--- config.mk ---
export PLATFORM = sky130hd
export DESIGN_NAME = ternary_word_sequencer
export DESIGN_NICKNAME = d
export VERILOG_FILES = /design/src/rtl/tern_pkg.sv /design/src/rtl/ternary_trit_unit.sv /design/src/rtl/ternary_word_sequencer.sv
export SDC_FILE = /design/constraint.sdc
export NUM_CORES = 1
export LEC_CHECK = 0
export ABC_AREA = 1
export CAP_MARGIN = 30
export CORE_UTILIZATION = 55
export DETAILED_ROUTE_END_ITERATION = 10
export PLACE_DENSITY = 0.83
export SETUP_SLACK_MARGIN = 0.2
export SLEW_MARGIN = 40
export SYNTH_ARGS = -nofsm -noshare
export SYNTH_HDL_FRONTEND = slang
export SYNTH_SLANG_ARGS = --single-unit
--- constraint.sdc ---
create_clock -name clk -period 3.54 [get_ports clk]
set_input_delay 1.062 -clock clk [delete_from_list [all_inputs] [get_ports clk]]
set_output_delay 1.062 -clock clk [all_outputs]
set_load 0.01 [all_outputs]
--- src/rtl/tern_pkg.sv ---
// rtl/tern_pkg.sv - shared ternary op, FSM state and trit code definitions
package tern_pkg;

  typedef enum logic [1:0] {
    OP_MIN  = 2'b00,
    OP_MAX  = 2'b01,
    OP_CONS = 2'b10,
    OP_ANY  = 2'b11
  } tern_op_e;

  typedef enum logic [1:0] {
    ST_IDLE = 2'b00,
    ST_RUN  = 2'b01,
    ST_DONE = 2'b10
  } tern_state_e;

  // Codes are {t1,t0}
  localparam logic [1:0] TRIT_0   = 2'b00;
  localparam logic [1:0] TRIT_1   = 2'b10;
  localparam logic [1:0] TRIT_2   = 2'b01;
  localparam logic [1:0] TRIT_ILL = 2'b11;

endpackage

--- src/rtl/ternary_trit_unit.sv ---
// rtl/ternary_trit_unit.sv - combinational two-wire ternary gate set with 4:1 op select
module ternary_trit_unit
  import tern_pkg::*;
(
  input  tern_op_e op,
  input  logic     a0,
  input  logic     a1,
  input  logic     b0,
  input  logic     b1,
  output logic     out0,
  output logic     out1
);

  logic min0, min1, max0, max1, cons0, cons1, any0, any1;
  logic az, bz;

  assign az = ~a0 & ~a1;
  assign bz = ~b0 & ~b1;

  // t0 marks value 2, t1 marks value 1; gates stay pure bitwise so code 11 is unchecked
  assign max0  = a0 | b0;
  assign max1  = (a1 | b1) & ~max0;
  assign min0  = a0 & b0;
  assign min1  = (a0 | a1) & (b0 | b1) & ~min0;
  assign cons0 = a0 & b0;
  assign cons1 = (a0 | a1 | b0 | b1) & ~cons0;
  // ANY behaves as saturating a+b-1
  assign any0  = (a1 & b0) | (a0 & b1) | (a0 & b0);
  assign any1  = (a1 & b1) | (a0 & bz) | (az & b0);

  always_comb begin
    out0 = 1'b0;
    out1 = 1'b0;
    case (op)
      OP_MIN:  begin out0 = min0;  out1 = min1;  end
      OP_MAX:  begin out0 = max0;  out1 = max1;  end
      OP_CONS: begin out0 = cons0; out1 = cons1; end
      default: begin out0 = any0;  out1 = any1;  end
    endcase
  end

endmodule

--- src/rtl/ternary_word_sequencer.sv ---
// rtl/ternary_word_sequencer.sv - trit-serial word op sequencer; TERN_ILLEGAL_CHECK_EN adds err
module ternary_word_sequencer
  import tern_pkg::*;
#(
  parameter int N_TRITS = 4
) (
  input  logic               clk,
  input  logic               rst_n,
  input  logic               in_valid,
  output logic               in_ready,
  input  logic [1:0]         in_op,
  input  logic [N_TRITS-1:0] in_a0,
  input  logic [N_TRITS-1:0] in_a1,
  input  logic [N_TRITS-1:0] in_b0,
  input  logic [N_TRITS-1:0] in_b1,
  output logic               out_valid,
  input  logic               out_ready,
  output logic [N_TRITS-1:0] out0,
  output logic [N_TRITS-1:0] out1,
`ifdef TERN_ILLEGAL_CHECK_EN
  output logic               err,
`endif
  output logic               busy
);

  localparam int CNT_W = (N_TRITS > 1) ? $clog2(N_TRITS) : 1;
  localparam logic [CNT_W-1:0] LAST_IDX = CNT_W'(N_TRITS - 1);

  tern_state_e        state;
  tern_op_e           op_q;
  logic [CNT_W-1:0]   idx;
  logic [N_TRITS-1:0] a0_q, a1_q, b0_q, b1_q;
  logic [N_TRITS-1:0] res0, res1;
  logic               u0, u1, t0, t1;

  ternary_trit_unit u_trit (
    .op   (op_q),
    .a0   (a0_q[idx]),
    .a1   (a1_q[idx]),
    .b0   (b0_q[idx]),
    .b1   (b1_q[idx]),
    .out0 (u0),
    .out1 (u1)
  );

`ifdef TERN_ILLEGAL_CHECK_EN
  logic ill;
  assign ill = (a0_q[idx] & a1_q[idx]) | (b0_q[idx] & b1_q[idx]);
  assign t0  = u0 & ~ill;
  assign t1  = u1 & ~ill;
`else
  assign t0 = u0;
  assign t1 = u1;
`endif

  assign out0 = res0;
  assign out1 = res1;

  always_ff @(posedge clk or negedge rst_n) begin
    if (!rst_n) begin
      state     <= ST_IDLE;
      op_q      <= OP_MIN;
      idx       <= '0;
      a0_q      <= '0;
      a1_q      <= '0;
      b0_q      <= '0;
      b1_q      <= '0;
      res0      <= '0;
      res1      <= '0;
      in_ready  <= 1'b1;
      out_valid <= 1'b0;
      busy      <= 1'b0;
`ifdef TERN_ILLEGAL_CHECK_EN
      err       <= 1'b0;
`endif
    end else begin
      case (state)
        ST_IDLE: begin
          if (in_valid) begin
            op_q     <= tern_op_e'(in_op);
            a0_q     <= in_a0;
            a1_q     <= in_a1;
            b0_q     <= in_b0;
            b1_q     <= in_b1;
            res0     <= '0;
            res1     <= '0;
            idx      <= '0;
            in_ready <= 1'b0;
            busy     <= 1'b1;
            state    <= ST_RUN;
`ifdef TERN_ILLEGAL_CHECK_EN
            err      <= 1'b0;
`endif
          end
        end
        ST_RUN: begin
          res0[idx] <= t0;
          res1[idx] <= t1;
`ifdef TERN_ILLEGAL_CHECK_EN
          if (ill) err <= 1'b1;
`endif
          if (idx == LAST_IDX) begin
            idx       <= '0;
            busy      <= 1'b0;
            out_valid <= 1'b1;
            state     <= ST_DONE;
          end else begin
            idx <= idx + 1'b1;
          end
        end
        ST_DONE: begin
          if (out_ready) begin
            out_valid <= 1'b0;
            in_ready  <= 1'b1;
            state     <= ST_IDLE;
          end
        end
        default: begin
          state     <= ST_IDLE;
          in_ready  <= 1'b1;
          out_valid <= 1'b0;
          busy      <= 1'b0;
        end
      endcase
    end
  end

endmodule

==> impl_metrics.env <==
export IMPL_wl_microns=3040
export IMPL_cp_max_fo=2
export IMPL_synthFlopType="dfrtp_1"
export IMPL_p_total_w=0.00189
export IMPL_drive_gt1_share_pct=19.5
export IMPL_htreeDepth=2
export IMPL_worst_path_largest_cell_delay_ns=0.54
export IMPL_clkTransAtPathRegs_ns=0.08
export IMPL_pin_count=33
export IMPL_grt_pass1_vias=1331
export IMPL_crit_type="reg -> out"
export IMPL_row_count=19
export IMPL_yosys_warnings=0
export IMPL_report_final_slew_viol_count=0
export IMPL_ant_nets=0
export IMPL_syn_area_sq_um=1700
export IMPL_critPathCaptureType="primary output"
export IMPL_max_freq_mhz=409
export IMPL_ys_async_sr_fraction_pct=100
export IMPL_synthesis_nets=211
export IMPL_cts_root_buf="clkbuf_4"
export IMPL_worstSetupStartpoint="in_ready$_DFFE_PN1P_"
export IMPL_drt_iter0_markers=28
export IMPL_antenna_cells=0
export IMPL_dr_pass1_iters=7
export IMPL_postSynthCellCount=185
export IMPL_synth_seq_cells=33
export IMPL_start_kind="flop"
export IMPL_violations="design-rule violations"
export IMPL_fin_crit_ns=2.44
export IMPL_grtUsageTotal_pct=21.9
export IMPL_seq_area_frac_synth_pct=48.6
export IMPL_holdPathStages=1
export IMPL_area_growth_pct=22.6
export IMPL_worstPathRequired_ns=2.48
export IMPL_post_cts_buffers=0
export IMPL_nets=247
export IMPL_power_density_nw_per_um2=905
export IMPL_io_buffers=32
export IMPL_clock_latency_ns=0.34
export IMPL_p_leak_nw=1.03
export IMPL_grt_first_pass_wirelength_microns=5400
export IMPL_p_sw_w=0.000800
export IMPL_tritoncts="done"
export IMPL_clock_path_buffers=2
export IMPL_p_sw_share_pct=42.3
export IMPL_cpMaxStageDelayCell="dfstp_2"
export IMPL_vias=1329
export IMPL_reg2reg_depth=4
export IMPL_ir_drop_uv=469
export IMPL_clock_sinks=33
export IMPL_setup_violations=0
export IMPL_worstPathArrival_ns=1.38
export IMPL_postCtsHoldBufs=0
export IMPL_period_share_pct=69.0
export IMPL_max_slew_margin_pct=60.9
export IMPL_cts_repair_resized=0
export IMPL_power_internal_w=0.00109
export IMPL_crit_chain="clkdlybuf4s50_1"
export IMPL_critical_path_top_delay_family="flip-flops"
export IMPL_antenna_found_initial=0
export IMPL_tightest_slew_ns=0.584
export IMPL_rsz0062_at_grt="no"
export IMPL_grt_ovfl_total=0
export IMPL_hp_class="reg -> reg"
export IMPL_syn_area_per_cell_sq_um=9.20
export IMPL_die_y_microns=57.6
export IMPL_hold_start="b1_q[0]$_DFFE_PN0P_"
export IMPL_outcome="complete, but fails checks"
export IMPL_cts_buffers_inserted=5
export IMPL_grt_max_degree=34
export IMPL_r2r_start="state[1]$_DFFE_PN0P_"
export IMPL_drc_errors=1
export IMPL_reg2reg_to="b1_q[1]$_DFFE_PN0P_"
export IMPL_power_frac_comb_pct=52.0
export IMPL_avgViaCountPerCell=5.27
export IMPL_cp_num_buf_inv=1
export IMPL_fin_skew_ns=0.0150
export IMPL_route_detailed_wl_per_inst_microns=12.1
export IMPL_placeableCoreArea_sq_um=2850
export IMPL_seq_power_share_pct=36.8
export IMPL_dieArea_sq_um=3320
export IMPL_synth_edff_count=0
export IMPL_clkPwrFrac_pct=11.1
export IMPL_die_x_microns=57.6
export IMPL_hold_path_endpoint="b1_q[0]$_DFFE_PN0P_"
export IMPL_drv_cap=0
export IMPL_start_util_pct=59.7
export IMPL_reg2reg_slack_ns=1.79
export IMPL_hold_viol=0
export IMPL_gp_congestion=0.785
export IMPL_yosys_cell_types_count=25
export IMPL_finalSetupTns_ns=0
export IMPL_hpwl_microns=2250
state kept, by name, indices dropped and copies added, names as in the netlist:
register / count
a0_q: 4
a1_q: 4
b0_q: 4
b1_q: 4
out0: 4
out1: 4
idx: 2
op_q: 2
state: 2
busy: 1
in_ready: 1
out_valid: 1
area by class of cell:
cell class | count | area, sq um
tap | 31 | 38.8
clock buffer | 7 | 55.1
fill | 219 | 766
sequential | 33 | 827
timing repair buffer | 34 | 335
inverter | 16 | 65.1
multi-input combinational | 131 | 766
cell usage after synthesis (2+ instances only):
library cell  number  area [sq um]
nand2_1           46           173
dfrtp_1           32           801
nand3_1           20           100
mux2_2            15           169
inv_1             14          52.6
nor2_1            11          41.3
nand2_2           10          62.6
nand3_2            5          50.1
o21ai_0            5          25.0
ha_1               4          50.1
o21ai_1            4          20.0
a21oi_1            3          15.0
buf_2              2          10.0
inv_4              2          12.5
nor3_1             2          10.0
how the worst max path moves through the flow:
stage | end | depth (start not counted)
floorplan | a1_q[0]$_DFFE_PN0P_ | 3
global placement | a1_q[0]$_DFFE_PN0P_ | 4
detailed placement | a0_q[1]$_DFFE_PN0P_ | 4
finish | in_ready | 1
global route | b1_q[0]$_DFFE_PN0P_ | 4
CTS | in_ready | 1
through the flow:
step                area (sq um)  util, %  hold WS (ns)  setup WS (ns)  cells
global placement            2030     71.2         0.491          0.818    245
floorplan                   1700        -         0.480           1.68    185
finish                      2090     73.2         0.513           1.10    252
CTS                         2090     73.2         0.517           1.07    252
detailed placement          2030     71.2         0.495          0.751    245
global route                2090     73.2         0.538           1.05    252
power by group through the flow:
stage	logic, W	clock network [W]	registers (W)
after detailed placement	0.000986	0	0.000705
after global placement	0.000951	0	0.000696
after global routing	0.00111	0.000236	0.000723
after floorplan	0.000753	0	0.000685
final	0.000983	0.000210	0.000696
after CTS	0.000991	0.000219	0.000698
cells in the final DEF, fill, tap and decap left out, types with 2 or more instances in the layout:
cell	netlist	final
clkdlybuf4s50_1	0	32
buf_4	0	2
dfrtp_1	32	32
nor2_1	11	11
mux2_2	15	15
nand3_2	5	5
inv_1	14	14
a21oi_1	3	3
nor3_1	2	2
nand3_1	20	20
clkbuf_4	0	5
o21ai_0	5	5
o21ai_1	4	4
nand2_2	10	10
inv_4	2	2
ha_1	4	4
nand2_1	46	46
metal layers:
metal	GRT usage, %	vias to the layer above	part of all wire, %
met5	0	-	0
met1	25.5	609	44
met4	13.9	0	2.6
met3	5.58	9	5.1
li1	-	672	-
met2	36.0	39	49
logic make-up after synthesis:
group / Yosys count / synth area share (%)
flops: 33 / 48.6
fa+ha+maj: 4 / 2.94
simple gates: 97 / 27.1
mux: 15 / 9.92
compound gates: 15 / 5.00
buf+inv: 21 / 6.47
No activity file was read; power rests on OpenSTA's default activity.
